==> src/rtl/mem_access_ctrl.sv <==
// LC-3 MAR/MDR memory access controller: one outstanding load/store to synchronous
// unified memory, with the memory-mapped keyboard/display I/O page decoded locally.
module mem_access_ctrl #(
  parameter logic [15:0] MMIO_BASE = 16'hFE00,
  parameter logic        DSR_RST   = 1'b1
) (
  input  logic        clk,
  input  logic        rst,
  input  logic        req_valid,
  output logic        req_ready,
  input  logic        req_we,
  input  logic [15:0] req_addr,
  input  logic [15:0] req_wdata,
  output logic        resp_valid,
  output logic [15:0] resp_rdata,
  output logic        MIO_EN,
  output logic        R_W,
  output logic [15:0] mem_a,
  output logic [15:0] mem_wdata,
  input  logic [15:0] mem_rdata,
  input  logic        kbd_strobe,
  input  logic [7:0]  kbd_data,
  output logic        disp_valid,
  output logic [7:0]  disp_data,
  input  logic        disp_ack
);

  localparam int unsigned AW = 16;
  localparam int unsigned DW = 16;
  localparam int unsigned CW = 8;

  localparam logic [AW-1:0] KBSR_ADDR = MMIO_BASE;
  localparam logic [AW-1:0] KBDR_ADDR = MMIO_BASE + AW'(2);
  localparam logic [AW-1:0] DSR_ADDR  = MMIO_BASE + AW'(4);
  localparam logic [AW-1:0] DDR_ADDR  = MMIO_BASE + AW'(6);

  typedef enum logic [2:0] {
    S_IDLE = 3'd0,
    S_MEM  = 3'd1,
    S_CAP  = 3'd2,
    S_IO   = 3'd3,
    S_RESP = 3'd4
  } state_t;

  state_t        state_q, state_d;
  logic [AW-1:0] mar_q, mar_d;
  logic [DW-1:0] mdr_q, mdr_d;
  logic          we_q, we_d;
  logic          mio_en_q, mio_en_d;
  logic          r_w_q, r_w_d;
  logic [AW-1:0] mem_a_q, mem_a_d;
  logic [DW-1:0] mem_wdata_q, mem_wdata_d;
  logic          resp_valid_q, resp_valid_d;
  logic [DW-1:0] resp_rdata_q, resp_rdata_d;
  logic          disp_valid_q, disp_valid_d;
  logic [CW-1:0] disp_data_q, disp_data_d;
  logic          kbd_full_q, kbd_full_d;
  logic [CW-1:0] kbd_char_q, kbd_char_d;
  logic          dsr_ready_q, dsr_ready_d;
  logic [DW-1:0] io_rdata;

  // State and datapath registers
  always_ff @(posedge clk) begin
    if (rst) begin
      state_q      <= S_IDLE;
      mar_q        <= '0;
      mdr_q        <= '0;
      we_q         <= 1'b0;
      mio_en_q     <= 1'b0;
      r_w_q        <= 1'b0;
      mem_a_q      <= '0;
      mem_wdata_q  <= '0;
      resp_valid_q <= 1'b0;
      resp_rdata_q <= '0;
      disp_valid_q <= 1'b0;
      disp_data_q  <= '0;
      kbd_full_q   <= 1'b0;
      kbd_char_q   <= '0;
      dsr_ready_q  <= DSR_RST;
    end else begin
      state_q      <= state_d;
      mar_q        <= mar_d;
      mdr_q        <= mdr_d;
      we_q         <= we_d;
      mio_en_q     <= mio_en_d;
      r_w_q        <= r_w_d;
      mem_a_q      <= mem_a_d;
      mem_wdata_q  <= mem_wdata_d;
      resp_valid_q <= resp_valid_d;
      resp_rdata_q <= resp_rdata_d;
      disp_valid_q <= disp_valid_d;
      disp_data_q  <= disp_data_d;
      kbd_full_q   <= kbd_full_d;
      kbd_char_q   <= kbd_char_d;
      dsr_ready_q  <= dsr_ready_d;
    end
  end

  // Next-state and registered-output logic
  always_comb begin
    state_d      = state_q;
    mar_d        = mar_q;
    mdr_d        = mdr_q;
    we_d         = we_q;
    mio_en_d     = 1'b0;
    r_w_d        = 1'b0;
    mem_a_d      = mem_a_q;
    mem_wdata_d  = mem_wdata_q;
    resp_valid_d = 1'b0;
    resp_rdata_d = resp_rdata_q;
    disp_valid_d = 1'b0;
    disp_data_d  = disp_data_q;
    kbd_full_d   = kbd_full_q;
    kbd_char_d   = kbd_char_q;
    dsr_ready_d  = dsr_ready_q;
    io_rdata     = '0;

    // Ack first so a DDR write against a busy display is dropped yet ready still rises
    if (disp_ack) dsr_ready_d = 1'b1;

    unique case (state_q)
      S_IDLE: begin
        if (req_valid) begin
          mar_d = req_addr;
          mdr_d = req_wdata;
          we_d  = req_we;
          if (req_addr[15:8] == MMIO_BASE[15:8]) begin
            state_d = S_IO;
          end else begin
            state_d     = S_MEM;
            mio_en_d    = 1'b1;
            r_w_d       = req_we;
            mem_a_d     = req_addr;
            mem_wdata_d = req_wdata;
          end
        end
      end
      S_MEM: state_d = S_CAP;
      S_CAP: begin
        if (!we_q) mdr_d = mem_rdata;
        resp_rdata_d = we_q ? mdr_q : mem_rdata;
        resp_valid_d = 1'b1;
        state_d      = S_RESP;
      end
      S_IO: begin
        if (we_q) begin
          resp_rdata_d = mdr_q;
          if (mar_q == DDR_ADDR && dsr_ready_q) begin
            disp_valid_d = 1'b1;
            disp_data_d  = mdr_q[CW-1:0];
            dsr_ready_d  = 1'b0;
          end
        end else begin
          if (mar_q == KBSR_ADDR) begin
            io_rdata = {kbd_full_q, 15'b0};
          end else if (mar_q == KBDR_ADDR) begin
            io_rdata   = {8'h00, kbd_char_q};
            kbd_full_d = 1'b0;
          end else if (mar_q == DSR_ADDR) begin
            io_rdata = {dsr_ready_q, 15'b0};
          end
          mdr_d        = io_rdata;
          resp_rdata_d = io_rdata;
        end
        resp_valid_d = 1'b1;
        state_d      = S_RESP;
      end
      S_RESP: state_d = S_IDLE;
      default: state_d = S_IDLE;
    endcase

    // A newly arriving keyboard char wins over a same-cycle KBDR clear
    if (kbd_strobe) begin
      kbd_full_d = 1'b1;
      kbd_char_d = kbd_data;
    end
  end

  assign req_ready  = (state_q == S_IDLE);
  assign resp_valid = resp_valid_q;
  assign resp_rdata = resp_rdata_q;
  assign MIO_EN     = mio_en_q;
  assign R_W        = r_w_q;
  assign mem_a      = mem_a_q;
  assign mem_wdata  = mem_wdata_q;
  assign disp_valid = disp_valid_q;
  assign disp_data  = disp_data_q;

endmodule

==> config.mk <==
export PLATFORM = sky130hd
export DESIGN_NAME = mem_access_ctrl
export DESIGN_NICKNAME = d
export VERILOG_FILES = /design/src/rtl/mem_access_ctrl.sv
export SDC_FILE = /design/constraint.sdc
export NUM_CORES = 1
export LEC_CHECK = 0
export BUFFER_PORTS_ARGS = -buffer_cell sky130_fd_sc_hd__buf_2
export CORE_UTILIZATION = 45
export DETAILED_ROUTE_END_ITERATION = 10
export PLACE_DENSITY = 0.78
export SLEW_MARGIN = 20
export SYNTH_ARGS = -nofsm -noshare
export SYNTH_HDL_FRONTEND = slang
export SYNTH_SLANG_ARGS = --single-unit
==> constraint.sdc <==
create_clock -name clk -period 2.3 [get_ports clk]
set_input_delay 0.46 -clock clk [delete_from_list [all_inputs] [get_ports clk]]
set_output_delay 0.46 -clock clk [all_outputs]
set_load 0.02 [all_outputs]
==> results.md, run 1 <==
- Pwr Density: 737 nW/um^2
- Die area: 9650 um^2
- Critical path data arrival time: 2360 ps
- Die X-Extent: 98.3 um
- Tightest Pin Transition: 889 ps
- Diodes inserted: 0
- Worst Hold Slack: 321 ps
- Worst VDD drop: 0.396 mV
- Util after Layout: 56.6%
- Fin. Hold Viols: 0
- Setup crit end kind: register
- Critical-path maximum fanout: 9
- Root buffer cell: clkbuf_8
- Final ANT Viol Nets: 0
- Setup slack after layout: 219 ps
- Switching Share: 29.4%
- Crit path max-delay family: simple AND/OR/NAND/NOR gates
- GP Congestion: 0.836
- Detailed router's first-iteration violation count: 180
- DP Area: 4820 um^2
- Postcts setup bufs: 0
- DRC Markers: 9
- Pre-CTS setup slack: 199 ps
- FILL cells: 851
- Int Power: 2.61 mW
- Total core area: 8850 um^2
- Finished layout cell area: 5010 um^2
- Max Root-Sink Buffers: 2
- Post-Syn Instances: 484
- DP Wirelength: 7800 um
- First-pass GRT wire length: 17600 um
- Post-synth EDFFs: 0
- Worst path bufs/invs: 0
- H-tree Lvls: 3
- Clock sink total: 106
- Remaining Overflow, GRT: 0
- CTS tree: built
- Starting Density: 47.1%
- Final Cycle Share: 90.5%
- Critical path required time: 2580 ps
- Combinational fraction of design power: 14.9%
- DR vias/cell: 5.51
- Worst setup SP type: register
- Final TNS setup: 0 ps
- Synth-to-layout area growth: 20.2%
- Synth warn: 0
- Met2 wire len: 5320 um
- Post-Route WL: 10800 um
- Class of the worst hold path: input pin to register
- Skew final: 14.6 ps
- Share of post-route cells with drive strength above 1: 28.4%
- Die Y: 98.3 um
- Final Total Pwr: 3.69 mW
- Met1 Wirelength: 4630 um
- Worst-path cell chain: or4_4, nor4_4, nand3_1, a311oi_1
- Largest net degree at the start of global routing: 54
- P_leak: 2.15 nW
- # nets final: 652
- Sequential share of power: 54.7%
- Max Transition Viols Final: 0
- Cell Rows: 34
- Clock power share: 30.4%
- Mapped Area: 4170 um^2
- Cells after DPL: 687
- DR top layer: met4
- Clock Latency Late Sink: 380 ps
- WL/cell: 15.4 um
- Mean Syn Cell Area: 8.61 um^2
- Post-CTS Hold Fix Bufs: 0
- Fin crit period: 2080 ps
- Rel. slew slack: 40.8%
- IO Count: 123
- RSZ-0062 raised after global routing: no
- Drt pass-1 iters: 8
- Number of global-route vias before repair: 3659
- Net Sw Power: 1.08 mW
- Outcome: finished with violations
- # setup viols final: 0
- Fin cells: 703
- WL met3: 687 um
- F_max: 480 MHz
- Number of buffers created by CTS: 9
- Most frequent cells in the layout: buf_2, dfxtp_1, nand2_1, a21oi_1, nor2_1
- Syn Nets: 546
- Multi-input gate area: 1840 um^2
- Most common cell after layout, fill and taps aside: buf_2
- Tot GR Track Use: 22.7%
- Top_reg_cell synth: dfxtp_1
- Peak per-stage delay on the critical path: 550 ps
- Async SR Flop Fraction: 0%
- Cell variety after synth: 42
- Register area: 2120 um^2
- Register area share after synthesis: 50.9%
- Critical path class: register to register
- Port Buf Inserts: 122
- Flops & latches, synth: 106
- Failing checks: DRC
- Initial antenna violation count: 0
- Vias: 3871
- Reg clk slew, reported paths: 110 ps
- # resized after CTS: 0
- Slowest cell on crit path: or4_4
- Max cap viols: 0
[state kept, by name, summed over array words and instances, names as in the netlist]
signal	flops
dsr_ready_q	1
kbd_char_q	8
R_W	1
mem_wdata	16
mem_a	16
mdr_q	16
state_q	3
we_q	1
disp_valid	1
mar_q	16
resp_rdata	16
kbd_full_q	1
disp_data	8
MIO_EN	1
resp_valid	1
[cells in the mapped netlist, types with 8 or more instances]
cell type | n | area, um^2
nor3_1 | 24 | 120
nor2_1 | 50 | 188
clkbuf_1 | 26 | 97.6
dfxtp_1 | 106 | 2120
mux2i_1 | 9 | 90.1
o21ai_0 | 24 | 120
o21ba_2 | 8 | 80.1
nand2_1 | 86 | 323
nand3_1 | 17 | 85.1
a311oi_1 | 8 | 70.1
a21oi_1 | 61 | 305
and2_1 | 8 | 50.1
[routing by layer]
metal  track usage, %  vias up
met4             7.92        0
met2             38.8      137
met1             28.1     1828
li1                 -     1891
met5                0        -
met3             5.44       15
[path summary, 6_finish.rpt]
kind | end | slack (ps) | cells past startpoint | startpoint
hold reg to reg | mem_a[8]$_SDFFE_PP0P_ | 460 | 2 | mem_a[8]$_SDFFE_PP0P_
setup / recovery | mdr_q[4]$_SDFFE_PP0P_ | 220 | 4 | mar_q[6]$_SDFFE_PP0P_
hold / removal | kbd_char_q[7]$_SDFFE_PP0P_ | 320 | 3 | kbd_data[7]
setup reg to reg | mdr_q[4]$_SDFFE_PP0P_ | 220 | 4 | mar_q[6]$_SDFFE_PP0P_
[cell families (layout without fill, tap and decap cells)]
kind of cell,after synthesis,after routing,synth area share (%)
mux,9,9,2.16
buf+inv,39,150,4.98
flops,106,106,50.9
simple gates,206,206,23.3
compound gates,124,124,18.7
[worst reg2reg max path, cell delays in order, from the launching register on]
cell and delay (ps):
dfxtp_1 340, or4_4 550, nor4_4 540, nand3_1 270
a311oi_1 290
[cell type report]
cell class | count | area share, %
sequential | 106 | 42.3
multi-input combinational | 339 | 36.8
timing repair buffer | 134 | 14.3
clock buffer | 10 | 2.75
tap | 108 | 2.70
clock inverter | 6 | 1.15
[power by group through the flow]
stage | clock network, mW | registers (mW) | logic [mW]
global placement | 0 | 2.05 | 0.536
global route | 1.24 | 2.03 | 0.608
CTS | 1.15 | 2.02 | 0.555
detailed placement | 0 | 2.06 | 0.553
finish | 1.12 | 2.02 | 0.552
floorplan | 0 | 2.11 | 0.301
Note: power is estimated with default switching activity, not from simulation.
==> inputs of run 2 (changes only) <==
Settings changed: PLACE_DENSITY 0.78 to 0.71.
==> results.md, run 2 (same netlist as run 1, synthesis figures left out) <==
- Outcome: finished with violations
- Failing checks: DRC
- R2R setup slack: 290 ps
- Postcts setup bufs: 0
- Total core area: 8850 um^2
- Most frequent cells in the layout: buf_2, dfxtp_1, nand2_1, a21oi_1, nor2_1
- H-tree Lvls: 3
- WL/cell: 15.0 um
- DR vias/cell: 5.50
- Clock sink total: 106
- First-pass GRT wire length: 17100 um
- Remaining Overflow, GRT: 0
- Number of global-route vias before repair: 3600
- Hold Path End: R_W$_SDFF_PP0_
- GP Congestion: 0.806
- Skew final: 14.8 ps
- Finished layout cell area: 5010 um^2
- Final TNS setup: 0 ps
- Max Transition Viols Final: 0
- Fin. Hold Viols: 0
- Worst Hold Slack: 323 ps
- Min-delay src: req_we
- Pwr Density: 743 nW/um^2
- Starting Density: 47.1%
- F_max: 498 MHz
- # setup viols final: 0
- Crit path max-delay family: simple AND/OR/NAND/NOR gates
- Final Cycle Share: 87.4%
- P_leak: 2.15 nW
- Hold Path Cell Cnt: 2
- Cell Rows: 34
- Worst VDD drop: 0.435 mV
- Die X-Extent: 98.3 um
- Rel. slew slack: 36.2%
- Initial antenna violation count: 0
- Tot GR Track Use: 22.1%
- Critical-path maximum fanout: 9
- Drt pass-1 iters: 8
- Reg-to-Reg Start: mar_q[4]$_SDFFE_PP0P_
- Slowest cell on crit path: or4_4
- DP Wirelength: 7670 um
- # resized after CTS: 0
- Root buffer cell: clkbuf_8
- Share of post-route cells with drive strength above 1: 28.4%
- Die area: 9650 um^2
- Critical path required time: 2550 ps
- # nets final: 652
- Fin cells: 703
- Diodes inserted: 0
- DP Area: 4810 um^2
- Util after Layout: 56.7%
- Critical path class: register to register
- Fin crit period: 2010 ps
- Most common cell after layout, fill and taps aside: buf_2
- Critical path data arrival time: 2260 ps
- Post-CTS Hold Fix Bufs: 0
- Max cap viols: 0
- Tightest Pin Transition: 957 ps
- Synth-to-layout area growth: 20.3%
- Post-Route WL: 10600 um
- RSZ-0062 raised after global routing: no
- DRC Markers: 9
- Multi-input gate area: 1840 um^2
- Max Root-Sink Buffers: 2
- Cells after DPL: 687
- Largest net degree at the start of global routing: 62
- Number of buffers created by CTS: 9
- Reg clk slew, reported paths: 100 ps
- R2R depth: 4
- Detailed router's first-iteration violation count: 132
- Worst-path cell chain: or4_4, nor4_4, nand3_1, a311oi_1
- Peak per-stage delay on the critical path: 560 ps
- FF-to-FF End: mdr_q[6]$_SDFFE_PP0P_
- Vias: 3866
- Final ANT Viol Nets: 0
- Port Buf Inserts: 122
- CTS tree: built
- Worst path bufs/invs: 0
- Register area: 2120 um^2
- Class of the worst hold path: input pin to register
- FILL cells: 855
- IO Count: 123
- Clock Latency Late Sink: 360 ps
- Setup crit end kind: register
- Die Y: 98.3 um
- Worst setup SP type: register
run 2: changes by cell type in the layout (fill, tap and decap cells not counted), sizes merged:
cell,previous run,this run
clkinvlp,0,1
clkbuf,10,9
bufinv,0,1
clkinv,3,2
run 2: layer usage:
layer / routed length (um) / track usage (%) / part of all wire, %
met3: 686 / 5.23 / 6.5
met4: 143 / 6.89 / 1.4
met1: 4640 / 27.4 / 44
met5: 0 / 0 / 0
met2: 5090 / 38.1 / 48
run 2: area by class of cell:
cell class              count  area share (%)
clock buffers               9            2.47
clock inverters             7            1.47
well taps                 108            2.69
flip-flops and latches    106            42.3
multi-input cells         339            36.8
repair buffers            134            14.3
run 2: worst max-delay path by stage:
stage	startpoint	end	slack [ps]	cells past startpoint
final	mar_q[4]$_SDFFE_PP0P_	mdr_q[6]$_SDFFE_PP0P_	290	4
after global routing	mar_q[4]$_SDFFE_PP0P_	mdr_q[6]$_SDFFE_PP0P_	100	4
after CTS	we_q$_SDFFE_PP0P_	mdr_q[6]$_SDFFE_PP0P_	140	4
after detailed placement	we_q$_SDFFE_PP0P_	mdr_q[0]$_SDFFE_PP0P_	200	4
after global placement	req_addr[8]	R_W$_SDFF_PP0_	260	5
after floorplan	mar_q[4]$_SDFFE_PP0P_	kbd_full_q$_SDFFE_PP0P_	410	5
run 2: worst register-to-register path, delay by kind of cell (launching register included):
family | cells | cell delay (ps)
and+or+nand+nor | 3 | 1300
AOI/OAI and AO/OA | 1 | 290
DFF | 1 | 330
run 2: power breakdown:
| part | leakage, nW | internal, mW | total, mW | switching [mW] |
|---|---|---|---|---|
| Clock | 0.100 | 0.512 | 1.15 | 0.640 |
| Combinational | 1.18 | 0.212 | 0.551 | 0.339 |
| Sequential | 0.870 | 1.95 | 2.02 | 0.0723 |
| Total | 2.15 | 2.67 | 3.73 | 1.05 |
run 2: stage by stage:
stage	total power [mW]	setup slack [ps]
global placement	2.59	256
detailed placement	2.61	196
floorplan	2.41	413
CTS	3.75	144
global route	3.88	105
finish	3.73	291
